File: src/rtl/spike_pkg.sv
// Shared types and constants for the spike event packetizer: record layout,
// header byte bit positions and the byte-serialiser state encoding.
package spike_pkg;

    localparam int UNIT_W = 3;
    localparam int CODE_W = 2;
    localparam int TS_W   = 16;
    localparam int REC_W  = UNIT_W + CODE_W + TS_W;

    localparam int HDR_SYNC_BIT = 7;
    localparam int HDR_UNIT_HI  = 6;
    localparam int HDR_UNIT_LO  = 4;
    localparam int HDR_CODE_HI  = 3;
    localparam int HDR_CODE_LO  = 2;
    localparam int HDR_DROP_BIT = 1;

    localparam logic HDR_SYNC = 1'b1;

    typedef enum logic [1:0] {
        ST_IDLE  = 2'd0,
        ST_HDR   = 2'd1,
        ST_TS_HI = 2'd2,
        ST_TS_LO = 2'd3
    } byte_state_t;

    typedef struct packed {
        logic [UNIT_W-1:0] unit;
        logic [CODE_W-1:0] code;
        logic [TS_W-1:0]   ts;
    } record_t;

    // Header byte; the drop bit is supplied separately because it is sampled at pop time.
    function automatic logic [7:0] make_header(input record_t rec, input logic drop);
        logic [7:0] hdr;
        hdr                           = '0;
        hdr[HDR_SYNC_BIT]             = HDR_SYNC;
        hdr[HDR_UNIT_HI:HDR_UNIT_LO]  = rec.unit;
        hdr[HDR_CODE_HI:HDR_CODE_LO]  = rec.code;
        hdr[HDR_DROP_BIT]             = drop;
        return hdr;
    endfunction

endpackage

File: src/rtl/event_fifo.sv
// Record FIFO with show-ahead head read, so a pop and its data land in the same cycle.
// A push into a full FIFO succeeds when a pop happens in the same cycle.
module event_fifo
    import spike_pkg::*;
#(
    parameter int DEPTH = 8
) (
    input  logic                     clk,
    input  logic                     rst_n,
    input  logic                     push,
    input  logic [REC_W-1:0]         push_data,
    input  logic                     pop,
    output logic [REC_W-1:0]         pop_data,
    output logic                     full,
    output logic                     empty,
    output logic [$clog2(DEPTH):0]   count
);

    localparam int AW = $clog2(DEPTH);
    localparam int CW = AW + 1;

    logic [REC_W-1:0] mem [DEPTH];
    logic [AW-1:0]    wr_ptr_reg;
    logic [AW-1:0]    rd_ptr_reg;
    logic [CW-1:0]    count_reg;
    logic             do_push;
    logic             do_pop;

    assign full     = (count_reg == CW'(DEPTH));
    assign empty    = (count_reg == '0);
    assign count    = count_reg;
    assign do_pop   = pop && !empty;
    assign do_push  = push && (!full || do_pop);
    assign pop_data = mem[rd_ptr_reg];

    always_ff @(posedge clk) begin
        if (do_push) begin
            mem[wr_ptr_reg] <= push_data;
        end
    end

    always_ff @(posedge clk or negedge rst_n) begin
        if (!rst_n) begin
            wr_ptr_reg <= '0;
            rd_ptr_reg <= '0;
            count_reg  <= '0;
        end else begin
            if (do_push) begin
                wr_ptr_reg <= wr_ptr_reg + 1'b1;
            end
            if (do_pop) begin
                rd_ptr_reg <= rd_ptr_reg + 1'b1;
            end
            count_reg <= count_reg + CW'(do_push) - CW'(do_pop);
        end
    end

endmodule

File: src/rtl/spike_event_packetizer.sv
// Turns per-unit spike rising edges into timestamped 3-byte records and streams
// them out over a valid/ready byte port, flagging records lost to coalescing.
module spike_event_packetizer
    import spike_pkg::*;
#(
    parameter int NUM_UNITS  = 2,
    parameter int TS_WIDTH   = 16,
    parameter int FIFO_DEPTH = 8
) (
    input  logic                          clk,
    input  logic                          rst_n,
    input  logic                          sample_tick,
    input  logic [NUM_UNITS-1:0]          spike_in,
    input  logic [2*NUM_UNITS-1:0]        event_in,
    output logic [7:0]                    out_byte,
    output logic                          out_valid,
    input  logic                          out_ready,
    output logic                          drop_flag,
    output logic [$clog2(FIFO_DEPTH):0]   fifo_count
);

    localparam int LATCH_W = CODE_W + TS_WIDTH;

    logic [TS_WIDTH-1:0]  ts_reg;
    logic [NUM_UNITS-1:0] spike_prev_reg;
    logic [NUM_UNITS-1:0] pending_reg;
    logic [LATCH_W-1:0]   latch_reg [NUM_UNITS];

    logic [NUM_UNITS-1:0] rise;
    logic [NUM_UNITS-1:0] coalesce;
    logic [NUM_UNITS-1:0] push_clear;

    logic                 sel_valid;
    logic [UNIT_W-1:0]    sel_idx;
    logic [LATCH_W-1:0]   sel_latch;
    logic                 push;
    record_t              push_rec;

    record_t              head_rec;
    logic                 fifo_full;
    logic                 fifo_empty;
    logic                 fifo_pop;

    byte_state_t          state_reg;
    logic [7:0]           out_byte_reg;
    logic                 out_valid_reg;
    logic                 drop_flag_reg;
    logic [TS_W-1:0]      rec_ts_reg;
    logic                 drop_event;

    always_ff @(posedge clk or negedge rst_n) begin
        if (!rst_n) begin
            ts_reg         <= '0;
            spike_prev_reg <= '0;
        end else begin
            if (sample_tick) begin
                ts_reg <= ts_reg + 1'b1;
            end
            spike_prev_reg <= spike_in;
        end
    end

    // A unit being pushed this cycle frees its latch, so a new edge there loses nothing.
    for (genvar gi = 0; gi < NUM_UNITS; gi++) begin : g_unit
        assign rise[gi]       = spike_in[gi] & ~spike_prev_reg[gi];
        assign push_clear[gi] = push && (sel_idx == UNIT_W'(gi));
        assign coalesce[gi]   = rise[gi] & pending_reg[gi] & ~push_clear[gi];
    end

    assign drop_event = |coalesce;

    always_ff @(posedge clk or negedge rst_n) begin
        if (!rst_n) begin
            pending_reg <= '0;
            for (int i = 0; i < NUM_UNITS; i++) begin
                latch_reg[i] <= '0;
            end
        end else begin
            for (int i = 0; i < NUM_UNITS; i++) begin
                if (rise[i]) begin
                    pending_reg[i] <= 1'b1;
                    latch_reg[i]   <= {event_in[2*i +: CODE_W], ts_reg};
                end else if (push_clear[i]) begin
                    pending_reg[i] <= 1'b0;
                end
            end
        end
    end

    // Lowest-index pending unit wins the single push slot.
    always_comb begin
        sel_valid = 1'b0;
        sel_idx   = '0;
        sel_latch = '0;
        for (int i = NUM_UNITS - 1; i >= 0; i--) begin
            if (pending_reg[i]) begin
                sel_valid = 1'b1;
                sel_idx   = UNIT_W'(i);
                sel_latch = latch_reg[i];
            end
        end
    end

    assign push     = sel_valid && (!fifo_full || fifo_pop);
    assign push_rec = {sel_idx, sel_latch};

    event_fifo #(
        .DEPTH (FIFO_DEPTH)
    ) u_fifo (
        .clk       (clk),
        .rst_n     (rst_n),
        .push      (push),
        .push_data (push_rec),
        .pop       (fifo_pop),
        .pop_data  (head_rec),
        .full      (fifo_full),
        .empty     (fifo_empty),
        .count     (fifo_count)
    );

    assign fifo_pop = !fifo_empty &&
                      ((state_reg == ST_IDLE) ||
                       (state_reg == ST_TS_LO && out_valid_reg && out_ready));

    always_ff @(posedge clk or negedge rst_n) begin
        if (!rst_n) begin
            state_reg     <= ST_IDLE;
            out_byte_reg  <= '0;
            out_valid_reg <= 1'b0;
            drop_flag_reg <= 1'b0;
            rec_ts_reg    <= '0;
        end else begin
            // A drop in the same cycle as a pop keeps the flag set.
            if (drop_event) begin
                drop_flag_reg <= 1'b1;
            end else if (fifo_pop) begin
                drop_flag_reg <= 1'b0;
            end

            if (fifo_pop) begin
                rec_ts_reg    <= head_rec.ts;
                out_byte_reg  <= make_header(head_rec, drop_flag_reg);
                out_valid_reg <= 1'b1;
                state_reg     <= ST_HDR;
            end else begin
                case (state_reg)
                    ST_HDR: begin
                        if (out_ready) begin
                            out_byte_reg <= rec_ts_reg[15:8];
                            state_reg    <= ST_TS_HI;
                        end
                    end
                    ST_TS_HI: begin
                        if (out_ready) begin
                            out_byte_reg <= rec_ts_reg[7:0];
                            state_reg    <= ST_TS_LO;
                        end
                    end
                    ST_TS_LO: begin
                        if (out_ready) begin
                            out_byte_reg  <= '0;
                            out_valid_reg <= 1'b0;
                            state_reg     <= ST_IDLE;
                        end
                    end
                    default: begin
                        out_valid_reg <= 1'b0;
                        state_reg     <= ST_IDLE;
                    end
                endcase
            end
        end
    end

    assign out_byte  = out_byte_reg;
    assign out_valid = out_valid_reg;
    assign drop_flag = drop_flag_reg;

endmodule
File: config.mk
export PLATFORM = sky130hd
export DESIGN_NAME = spike_event_packetizer
export DESIGN_NICKNAME = d
export VERILOG_FILES = /design/src/rtl/spike_pkg.sv /design/src/rtl/event_fifo.sv /design/src/rtl/spike_event_packetizer.sv
export SDC_FILE = /design/constraint.sdc
export NUM_CORES = 1
export LEC_CHECK = 0
export BUFFER_PORTS_ARGS = -buffer_cell sky130_fd_sc_hd__buf_4
export CORE_MARGIN = 3
export CORE_UTILIZATION = 56
export DETAILED_ROUTE_END_ITERATION = 16
export PLACE_DENSITY = 0.82
export SLEW_MARGIN = 20
export SYNTH_ARGS = -nofsm -noshare
export SYNTH_HDL_FRONTEND = slang
export SYNTH_SLANG_ARGS = --single-unit
File: constraint.sdc
create_clock -name clk -period 3.1 [get_ports clk]
set_input_delay 0.31 -clock clk [delete_from_list [all_inputs] [get_ports clk]]
set_output_delay 0.31 -clock clk [all_outputs]
set_load 0.01 [all_outputs]
==> run summary <==
Synthesis produced 566 cells. The logs give 0.782 for the final weighted congestion in routability-driven placement and 19.6% for the total routing usage reported by global routing. The count of buffers inserted at the top-level ports was 23. After detailed routing, the number of vias per cell comes to 6.05. TritonCTS built the clock tree. Sum of net half-perimeters after detailed placement: 11.0 mm. The register with the most flip-flops in the layout has 152 of them.

In this run the clock root is driven by a sky130_fd_sc_hd__clkbuf_16. The slew of the pin with the lowest slew margin is 1.07 ns, and the post-synth net total is 590. Measured along the y axis, the die boundary spans 138 microns.

Summed over all cells, the static leakage comes to 4.26 nW. Clock latency on the worst-skew pair, taken at its later pin, is 0.51 ns. The tools report the final instance count without filler cells as 845. The number of clock buffers added by TritonCTS is 25.

The fraction of the cycle the final worst path needs works out to 87.3%. The clock-pin slew on the worst setup and hold paths is 0.06 ns. Derived from the worst setup path, the maximum achievable clock frequency is 0.369 GHz. The logs give 0 for the number of antenna violations at the first check in global routing and 797 for the cell count after placement. The logs give 29.5 mm for the global-route wire length before repair and 0.493 mV for the largest vdd supply drop. No sink is reached through more buffers than the 3 on the longest clock path.

The yosys synthesis warning count is 0. Compared with the post-synthesis result, the final layout area differs by 13.2%. After clock tree synthesis, the flow added hold-fix buffers numbering 3. For this run, the detailed router's first-pass iteration total came to 5. The post-route clock skew was 0.0138 ns. In the synthesized netlist, the cells that appear most often are 152 x sky130_fd_sc_hd__edfxtp_1, 94 x sky130_fd_sc_hd__dfrtp_1, 39 x sky130_fd_sc_hd__mux2_2, 38 x sky130_fd_sc_hd__mux4_2, 32 x sky130_fd_sc_hd__nand2_1. In the final routed layout, each cell accounts on average for 21.7 microns. After floorplanning, the core was divided into 47 placement rows.

sky130_fd_sc_hd__edfxtp_1 is the most common cell in the netlist. The number of different library cells in the post-synthesis netlist is 44. The number of antenna diodes in the final layout is 0. The tools report the total I/O pin count as 24. For the number of clock sinks, the log shows 246. By area the synthesized netlist is led by sky130_fd_sc_hd__edfxtp_1 46%, sky130_fd_sc_hd__dfrtp_1 24%, sky130_fd_sc_hd__mux4_2 8.7%. The number of flops mapped to enable cells by yosys works out to 152. For the max-slew violation total from the final report, the log shows 0. The remaining number of nets flagged by the antenna check after routing came out at 0.

The logs give 65.9% for the final design utilization and 58.2% for the starting density of the core. The flip-flop and latch count after synthesis is 246, and the final total power is 10.7 mW. Entering global routing, the biggest net connects 40 pins. The predominant post-synthesis flop cell was sky130_fd_sc_hd__edfxtp_1.

The total overflow left after global routing is 0. The worst pin sits at a relative slew slack of 28.6%. After the last flow step, the layout net total stands at 631.

The logs give 45.6% for the register share of total power and 70.4% for the part of the Yosys area used for sequential elements. The count of endpoints failing setup in the final report is 0, and the number of failing hold endpoints at the final stage is 0. For this block, the initial DRC count from the detailed router was 397. Counting flops with an async set or reset pin after synthesis yields a share of 38.2%.

Of all cell types, the one taking the most synthesized area is sky130_fd_sc_hd__edfxtp_1. The floorplan step set the die width to 138 microns. The worst setup path is launched from a flop.

A synthesized cell averages 17.4 sq um. Total via count in the routed design: 5110. The run finished with clean final reports. The run gives 0 as the number of violations of the max-capacitance limit. The deepest level of the CTS H-tree was 1; the total negative setup slack was 0 ns. The final routed DRC violation total came out at 0.

The tools report the core region area as 0.0169 sq mm. The cell-internal power is 7.44 mW, and the switching power of the nets is 3.26 mW. The tools report the kind of end point of the critical path as a flop.

The worst hold margin was 0.0308 ns; the share of total power in the clock network was 27.1%. The die covers 0.0192 sq mm. The maximum fanout along the worst path is 17. Endpoint required time on the critical path: 3.48 ns. After detailed routing, the total wire length is 18.3 mm. The share of total power dissipated in combinational logic is 27.4%. Summed over its instances, the top area cell type makes up 46.5% of the synthesized netlist area. In the final layout, the share of cells above drive strength 1 is 27.0%. The power density normalized to cell area is 962 mW/mm^2, and the shortest clock period the worst path allows after layout is 2.71 ns.

The cell area that synthesis handed to floorplanning was 0.00983 sq mm. The net switching share of the total power came out at 30.4%. Setup repair after global routing left no endpoint under its margin. The critical path is of the flop to flop type.

The number of global-route vias before repair is 5338, and the number of buffers inserted to repair setup after CTS is 0. The tightest min-delay check is of the input pin to flop type. The run gives 3.09 ns as the arrival time at the worst endpoint.

The post-cts sizing count is 0.
-- final cells by class --
type | count | area, sq um
clock inverters | 18 | 168
repair buffers | 43 | 343
fillers | 1098 | 5750
clock buffers | 27 | 633
well taps | 220 | 275
inverters | 11 | 43.8
multi-input cells | 280 | 2740
flip-flops and latches | 246 | 6920
-- layer usage --
| layer | up-vias | GRT usage [%] | wire length (microns) |
|---|---|---|---|
| li1 | 2261 | - | - |
| met1 | 2668 | 27.5 | 7990 |
| met2 | 154 | 32.6 | 9010 |
| met3 | 27 | 3.69 | 1030 |
| met4 | 0 | 4.63 | 269 |
| met5 | - | 0 | 0 |
-- critical path: stages (launching register included) --
cell and delay [ns]:
sky130_fd_sc_hd__dfrtp_1 0.43, sky130_fd_sc_hd__ha_1 0.28, sky130_fd_sc_hd__a31oi_1 0.47, sky130_fd_sc_hd__a21o_1 0.21, sky130_fd_sc_hd__inv_4 0.11, sky130_fd_sc_hd__ha_1 0.29, sky130_fd_sc_hd__inv_1 0.04, sky130_fd_sc_hd__ha_1 0.20
sky130_fd_sc_hd__fa_1 0.38, sky130_fd_sc_hd__xor2_1 0.17
-- worst paths after layout --
path | start | endpoint | slack [ns] | cells past startpoint
setup reg to reg | state_reg[1] | u_fifo.count[2] | 0.39 | 9
max in group asynchronous | rst_n | latch_reg[15] | 1.95 | 3
hold reg to reg | latch_reg[31] | latch_reg[31] | 0.48 | 2
hold / removal | sample_tick | ts_reg[0] | 0.03 | 2
setup / recovery | state_reg[1] | u_fifo.count[2] | 0.39 | 9
min in group asynchronous | rst_n | out_byte[3] | 0.33 | 2
-- power by group through the flow --
stage               logic, mW  clock network, mW  registers, mW
floorplan                2.21                  0           4.70
global route             3.22               3.08           4.97
global placement         2.80                  0           4.86
finish                   2.93               2.90           4.87
CTS                      2.97               2.94           4.88
detailed placement       2.92                  0           4.93
-- layout by cell type (no fill, tap or decap), drive strengths merged, types with 13 or more instances in the layout --
master	count
a22o	18
buf	40
clkbuf	27
dfrtp	94
edfxtp	152
ha	13
mux2	41
mux2i	16
mux4	38
nand2	32
nor2	16
o21ai	33
-- cells by family after synthesis --
logic type | after synthesis | synth area share [%]
mux | 95 | 15.1
simple gates | 80 | 3.81
flops | 246 | 70.4
xor+xnor | 21 | 1.87
fa+ha+maj | 14 | 1.86
buf+inv | 40 | 2.05
compound gates | 70 | 4.94
-- per-stage QoR --
step | worst slack [ns] | area (sq um)
after detailed placement | 0.445 | 10300
after floorplan | 0.167 | 9830
after CTS | 0.423 | 11100
after global placement | 0.526 | 10300
after global routing | 0.329 | 11100
final | 0.393 | 11100
No activity file was read; power rests on OpenSTA's default activity.
